===== src/rtl/nand_seq_pkg.sv =====
// Opcodes, FSM states, step counts and micro-op encoding for the NAND gate sequencer.
// Pure definitions: no latency and no backpressure of its own.
// Imported by nand_gate_sequencer.
package nand_seq_pkg;

    typedef enum logic [2:0] {
        OP_NOTA = 3'd0,
        OP_NOTB = 3'd1,
        OP_AND  = 3'd2,
        OP_OR   = 3'd3,
        OP_NOR  = 3'd4,
        OP_XOR  = 3'd5,
        OP_XNOR = 3'd6,
        OP_NAND = 3'd7
    } op_e;

    typedef enum logic [1:0] {
        ST_IDLE = 2'd0,
        ST_EXEC = 2'd1,
        ST_DONE = 2'd2
    } state_e;

    typedef enum logic [2:0] {SRC_A, SRC_B, SRC_R0, SRC_R1, SRC_R2} src_e;
    typedef enum logic [1:0] {DST_R0, DST_R1, DST_R2} dst_e;

    typedef struct packed {
        src_e src_x;
        src_e src_y;
        dst_e dst;
    } uop_t;

    localparam logic [2:0] STEPS_NOTA = 3'd1;
    localparam logic [2:0] STEPS_NOTB = 3'd1;
    localparam logic [2:0] STEPS_AND  = 3'd2;
    localparam logic [2:0] STEPS_OR   = 3'd3;
    localparam logic [2:0] STEPS_NOR  = 3'd4;
    localparam logic [2:0] STEPS_XOR  = 3'd5;
    localparam logic [2:0] STEPS_XNOR = 3'd6;
    localparam logic [2:0] STEPS_NAND = 3'd1;

    function automatic logic [2:0] step_count(input op_e op);
        case (op)
            OP_NOTA: step_count = STEPS_NOTA;
            OP_NOTB: step_count = STEPS_NOTB;
            OP_AND:  step_count = STEPS_AND;
            OP_OR:   step_count = STEPS_OR;
            OP_NOR:  step_count = STEPS_NOR;
            OP_XOR:  step_count = STEPS_XOR;
            OP_XNOR: step_count = STEPS_XNOR;
            default: step_count = STEPS_NAND;
        endcase
    endfunction

    function automatic uop_t mk_uop(input src_e x, input src_e y, input dst_e d);
        mk_uop = '{src_x: x, src_y: y, dst: d};
    endfunction

endpackage


===== src/rtl/nand2_cell.sv =====
// Shared W-bit two-input NAND evaluator.
// Latency: combinational.
// Backpressure: none.
module nand2_cell #(
    parameter int W = 8
) (
    input  logic [W-1:0] a,
    input  logic [W-1:0] b,
    output logic [W-1:0] y
);

    assign y = ~(a & b);

endmodule


===== src/rtl/nand_gate_sequencer.sv =====
// Evaluates 8 bitwise gate functions as micro-programs on one shared NAND cell.
// Latency: N cycles from acceptance to DONE (N = 1..6 per opcode).
// Backpressure: result held in DONE until out_ready; in_ready only in IDLE.
module nand_gate_sequencer
    import nand_seq_pkg::*;
#(
    parameter int W  = 8,
    parameter int CW = 16
) (
    input  logic          clk,
    input  logic          rst_n,
    input  logic          in_valid,
    output logic          in_ready,
    input  logic [2:0]    in_op,
    input  logic [W-1:0]  in_a,
    input  logic [W-1:0]  in_b,
    output logic          out_valid,
    input  logic          out_ready,
    output logic [W-1:0]  out_y,
    output logic [2:0]    out_op,
    output logic          busy,
    output logic [CW-1:0] op_count
);

    state_e        state_q, state_d;
    op_e           op_q, op_d;
    logic [2:0]    step_q, step_d;
    logic [W-1:0]  a_q, a_d, b_q, b_d;
    logic [W-1:0]  r0_q, r0_d, r1_q, r1_d, r2_q, r2_d;
    logic [CW-1:0] cnt_q, cnt_d;

    uop_t          uop;
    logic [W-1:0]  nand_x, nand_y_in, nand_y;
    logic [2:0]    last_step;

    // Micro-program ROM: NOR/XNOR reuse OR/XOR and fall into the final invert step.
    always_comb begin
        uop = mk_uop(SRC_A, SRC_A, DST_R0);
        case (op_q)
            OP_NOTA: uop = mk_uop(SRC_A, SRC_A, DST_R0);
            OP_NOTB: uop = mk_uop(SRC_B, SRC_B, DST_R0);
            OP_NAND: uop = mk_uop(SRC_A, SRC_B, DST_R0);
            OP_AND:  uop = (step_q == 3'd0) ? mk_uop(SRC_A, SRC_B, DST_R0)
                                            : mk_uop(SRC_R0, SRC_R0, DST_R0);
            OP_OR, OP_NOR: begin
                case (step_q)
                    3'd0:    uop = mk_uop(SRC_A,  SRC_A,  DST_R0);
                    3'd1:    uop = mk_uop(SRC_B,  SRC_B,  DST_R1);
                    3'd2:    uop = mk_uop(SRC_R0, SRC_R1, DST_R0);
                    default: uop = mk_uop(SRC_R0, SRC_R0, DST_R0);
                endcase
            end
            default: begin
                case (step_q)
                    3'd0:    uop = mk_uop(SRC_A,  SRC_A,  DST_R0);
                    3'd1:    uop = mk_uop(SRC_B,  SRC_B,  DST_R1);
                    3'd2:    uop = mk_uop(SRC_A,  SRC_R1, DST_R2);
                    3'd3:    uop = mk_uop(SRC_B,  SRC_R0, DST_R1);
                    3'd4:    uop = mk_uop(SRC_R2, SRC_R1, DST_R0);
                    default: uop = mk_uop(SRC_R0, SRC_R0, DST_R0);
                endcase
            end
        endcase
    end

    always_comb begin
        nand_x = a_q;
        case (uop.src_x)
            SRC_A:   nand_x = a_q;
            SRC_B:   nand_x = b_q;
            SRC_R0:  nand_x = r0_q;
            SRC_R1:  nand_x = r1_q;
            SRC_R2:  nand_x = r2_q;
            default: nand_x = '0;
        endcase
        nand_y_in = a_q;
        case (uop.src_y)
            SRC_A:   nand_y_in = a_q;
            SRC_B:   nand_y_in = b_q;
            SRC_R0:  nand_y_in = r0_q;
            SRC_R1:  nand_y_in = r1_q;
            SRC_R2:  nand_y_in = r2_q;
            default: nand_y_in = '0;
        endcase
    end

    nand2_cell #(.W(W)) u_nand (
        .a (nand_x),
        .b (nand_y_in),
        .y (nand_y)
    );

    assign last_step = step_count(op_q) - 3'd1;

    always_comb begin
        state_d = state_q;
        op_d    = op_q;
        step_d  = step_q;
        a_d     = a_q;
        b_d     = b_q;
        r0_d    = r0_q;
        r1_d    = r1_q;
        r2_d    = r2_q;
        cnt_d   = cnt_q;
        case (state_q)
            ST_IDLE: begin
                if (in_valid) begin
                    op_d    = op_e'(in_op);
                    a_d     = in_a;
                    b_d     = in_b;
                    step_d  = 3'd0;
                    state_d = ST_EXEC;
                end
            end
            ST_EXEC: begin
                case (uop.dst)
                    DST_R0:  r0_d = nand_y;
                    DST_R1:  r1_d = nand_y;
                    DST_R2:  r2_d = nand_y;
                    default: r0_d = nand_y;
                endcase
                if (step_q == last_step) begin
                    step_d  = 3'd0;
                    state_d = ST_DONE;
                end else begin
                    step_d = step_q + 3'd1;
                end
            end
            ST_DONE: begin
                if (out_ready) begin
                    state_d = ST_IDLE;
                    cnt_d   = cnt_q + CW'(1);
                end
            end
            default: state_d = ST_IDLE;
        endcase
    end

    always_ff @(posedge clk or negedge rst_n) begin
        if (!rst_n) begin
            state_q <= ST_IDLE;
            op_q    <= OP_NOTA;
            step_q  <= 3'd0;
            a_q     <= '0;
            b_q     <= '0;
            r0_q    <= '0;
            r1_q    <= '0;
            r2_q    <= '0;
            cnt_q   <= '0;
        end else begin
            state_q <= state_d;
            op_q    <= op_d;
            step_q  <= step_d;
            a_q     <= a_d;
            b_q     <= b_d;
            r0_q    <= r0_d;
            r1_q    <= r1_d;
            r2_q    <= r2_d;
            cnt_q   <= cnt_d;
        end
    end

    assign in_ready  = (state_q == ST_IDLE);
    assign out_valid = (state_q == ST_DONE);
    assign busy      = (state_q == ST_EXEC) || (state_q == ST_DONE);
    assign out_y     = out_valid ? r0_q : '0;
    assign out_op    = out_valid ? op_q : 3'd0;
    assign op_count  = cnt_q;

endmodule


===== config.mk =====
export PLATFORM = sky130hd
export DESIGN_NAME = nand_gate_sequencer
export DESIGN_NICKNAME = d
export VERILOG_FILES = /design/src/rtl/nand_seq_pkg.sv /design/src/rtl/nand2_cell.sv /design/src/rtl/nand_gate_sequencer.sv
export SDC_FILE = /design/constraint.sdc
export NUM_CORES = 1
export LEC_CHECK = 0
export ABC_AREA = 1
export CORE_AREA = 2 2 88 90
export DETAILED_ROUTE_END_ITERATION = 10
export DIE_AREA = 0 0 90 92
export PLACE_DENSITY = 0.89
export SETUP_SLACK_MARGIN = 0.2
export SLEW_MARGIN = 20
export SYNTH_ARGS = -nofsm -noshare
export SYNTH_HDL_FRONTEND = slang
export SYNTH_HIERARCHICAL = 1
export SYNTH_SLANG_ARGS = --single-unit

===== constraint.sdc =====
create_clock -name clk -period 2.7 [get_ports clk]
set_input_delay 0.27 -clock clk [delete_from_list [all_inputs] [get_ports clk]]
set_output_delay 0.27 -clock clk [all_outputs]
set_load 0.03 [all_outputs]

==> flow_summary.toml <==
[final_layout]
layout-drive-gt1-share_pct = 11.6
nFillCells = 614
nNetsFinal = 615
final_area_um2 = 4820
antenna_cells = 0
area_growth_pct = 24.0

[yosys]
synth_top_area_share_pct = 41.2
synth_adder_area_share_pct = 3.86
syn_inst = 518
synth_seq_cells = 64
yosys.area_share.simple_pct = 35.5
synth_xor_area_share_pct = 3.83
synth.area.top_cells = "dfrtp_1 41%, nand2_1 17%, inv_1 5.8%, nand3_1 5.4%, o21ai_0 4.8%"
synth_nets = 553
synth_top_family_by_area = "simple AND/OR/NAND/NOR gates"
synth_area_per_cell_um2 = 7.51
yosys_warnings = 6
synth_compound_area_share_pct = 6.85
syn_area_um2 = 3890
postSynth.asyncResetShare_pct = 100
synthMuxAreaShare_pct = 0
synth_top_cell_by_area = "dfrtp_1"
synth_ff_type = "dfrtp_1"
ys_types = 32
synth-edff-count = 0
ys_seq_area_share_pct = 41.2

[pwr]
p_int_w = 0.00314
ir_drop_v = 0.000597
combPwrFrac_pct = 56.7
power.clock.fraction_pct = 15.1
power_w = 0.00625
p_sw_w = 0.00311
p_leak_nw = 2.58
powerDensity_nw_per_um2 = 1300
p_sw_share_pct = 49.8
seqPwrFrac_pct = 28.1

[cts]
clock_path_buffers = 2
cts_tree = "yes"
htreeDepth = 3
clkSinkCount = 64
clkLatencyLatePin_ns = 0.35
cts_root_buf = "clkbuf_8"
cts_inserted_buffers = 9
clkTransAtPathRegs_ns = 0.08

[place]
place_area_um2 = 4470
port_buffers = 52
dp_hpwl_mm = 7.03
gp_congestion = 0.978

[timing]
setup_tns_ns = 0
clock.fmax_mhz = 417
fin_skew_ns = 0.0137
rsz0062_at_grt = "yes"
setup_viol = 0
period_needed_ns = 2.40
tightest_slew_ns = 0.696
finalCritPeriodShare_pct = 88.8
slew_viol_final = 0
slew_headroom_pct = 53.6
hold_violations = 0

[detailed_routing]
drt-total-wl_mm = 10.0
wl_per_cell_um = 14.6
drt_iter0_drc = 386
ant_nets = 0
via_per_inst = 5.30
drt_pass1_iterations = 5
dr_total_vias = 3641
drcViolationCount = 0

[worst_setup_path]
critPathKind = "reg2out"
max_stage_delay_ns = 0.65
crit_family = "buffers and inverters"
start_kind = "register"
critPathBufInv = 4
cp_data_arrival_time_ns = 2.13
required_ns = 2.43
slowest_stage = "clkdlybuf4s50_1"
endpoint_kind = "output port"
crit_chain = "inv_1 > ha_2 > buf_4 > nand2_1 > inv_1 > clkdlybuf4s50_1"
cp_common_cell = "inv_1"
path_max_fanout = 8
r2r_slack_ns = 0.32

[global_routing]
grt_overflow = 0
grtUsageTotal_pct = 24.5
grt_pass1_wl_mm = 16.3
grt_pass1_vias = 3538
antenna_found_initial = 0
grt_max_degree = 32

[worst_hold_path]
worstHoldPathType = "in2reg"

[floorplan]
core_um2 = 7450
die_w_um = 90
boundaryPins = 53
die_h_um = 92
die_area_um2 = 8280
initial_core_util_pct = 52.2
num_rows = 32

[outcome]
status = "finished, final reports clean"

[run]
max-cap-violations = 0
[layout by cell type, fill, tap and decap left out, drive strengths merged]
cell type      count
nand3             44
clkinv             2
clkinvlp           1
or2                1
dlymetal6s2s       6
nand4             23
nor2              41
nand2            188
dlygate4sd3        1
xnor2              6
o211ai             2
o22ai              1
bufinv             2
ha                12
a21oi              3
dfrtp             64
inv               69
clkbuf             9
buf               12
o21ai             40
nor3               2
clkdlybuf4s50     45
xor2              11
[synth_stat cells (2+ instances only)]
master and number:
nand2_1 179, dfrtp_1 64, inv_1 60, nand3_1 42, o21ai_0 37, nor2_1 32, nand4_1 23, ha_1 12
xor2_1 11, clkbuf_1 7, inv_2 7, nor2_4 7, nand2_2 6, xnor2_1 6, buf_6 4, a21oi_2 2
nand2_4 2, o211ai_1 2, o21ai_4 2
[repair_timing]
item,CTS,global route
buffers inserted,0,7
pin swaps,0,4
setup endpoints to repair,7,30
hold endpoints to repair,23,0
hold buffers,1,0
gates resized for setup,1,13
[sequential cells by signal, summed over array words and instances, names as in the netlist]
signal    cells
a_q           8
b_q           8
op_count     16
op_q          3
r0_q          8
r1_q          8
r2_q          8
state_q       2
step_q        3
[cell type report]
| cell class | count | area, um2 | share of cell area [%] |
|---|---|---|---|
| Clock buffer | 9 | 124 | 2.57 |
| Tap cell | 102 | 128 | 2.65 |
| Clock inverter | 7 | 103 | 2.13 |
| Timing Repair Buffer | 64 | 648 | 13.4 |
| Inverter | 67 | 251 | 5.22 |
| Multi-Input combinational cell | 374 | 1970 | 40.8 |
| Sequential cell | 64 | 1600 | 33.2 |
[per-stage QoR]
step           util (%)  hold WS, ns  std cells  setup WS, ns
2_1_floorplan         -      -0.0256        518         0.650
3_3_place_gp       60.0        0.346        663         0.395
3_5_place_dp       60.0        0.353        663         0.280
4_1_cts            63.3        0.453        680         0.255
5_1_grt            64.8        0.458        687         0.122
6_report           64.8        0.452        687         0.303
[worst min-delay path, cell delays in order]
cell             delay, ns
clkdlybuf4s50_1       0.39
nand2_1               0.06
nand2_1               0.04
[per-layer routing]
layer | share of wire, % | track usage (%) | wire [um]
met2 | 49 | 41.2 | 4940
met1 | 42 | 31.1 | 4180
met4 | 3.0 | 11.2 | 299
met5 | 0 | 0 | 0
met3 | 6.2 | 3.86 | 627
[power by group through the flow]
stage / Sequential, W / Clock [W] / Combinational (W)
6_report: 0.00176 / 0.000947 / 0.00355
5_1_grt: 0.00180 / 0.000989 / 0.00394
4_1_cts: 0.00174 / 0.000950 / 0.00325
3_5_place_dp: 0.00174 / 0 / 0.00323
3_3_place_gp: 0.00173 / 0 / 0.00312
2_1_floorplan: 0.00166 / 0 / 0.00260
[logic make-up after synthesis]
logic type / count (synthesis)
AO/OA/AOI/OAI: 46
XOR/XNOR: 17
adder cells (fa/ha/maj): 12
buffers and inverters: 80
flip-flops: 64
AND/OR/NAND/NOR: 299
[final timing paths]
check | to | start | depth (start not counted)
setup reg to reg | r1_q[3] | step_q[1] | 15
max in group asynchronous | r2_q[5] | rst_n | 3
setup / recovery | out_y[1] | state_q[0] | 6
hold reg to reg | op_count[15] | op_count[15] | 1
hold / removal | a_q[5] | in_a[5] | 3
min in group asynchronous | op_count[11] | rst_n | 2
(Power assumes the default switching activity.)
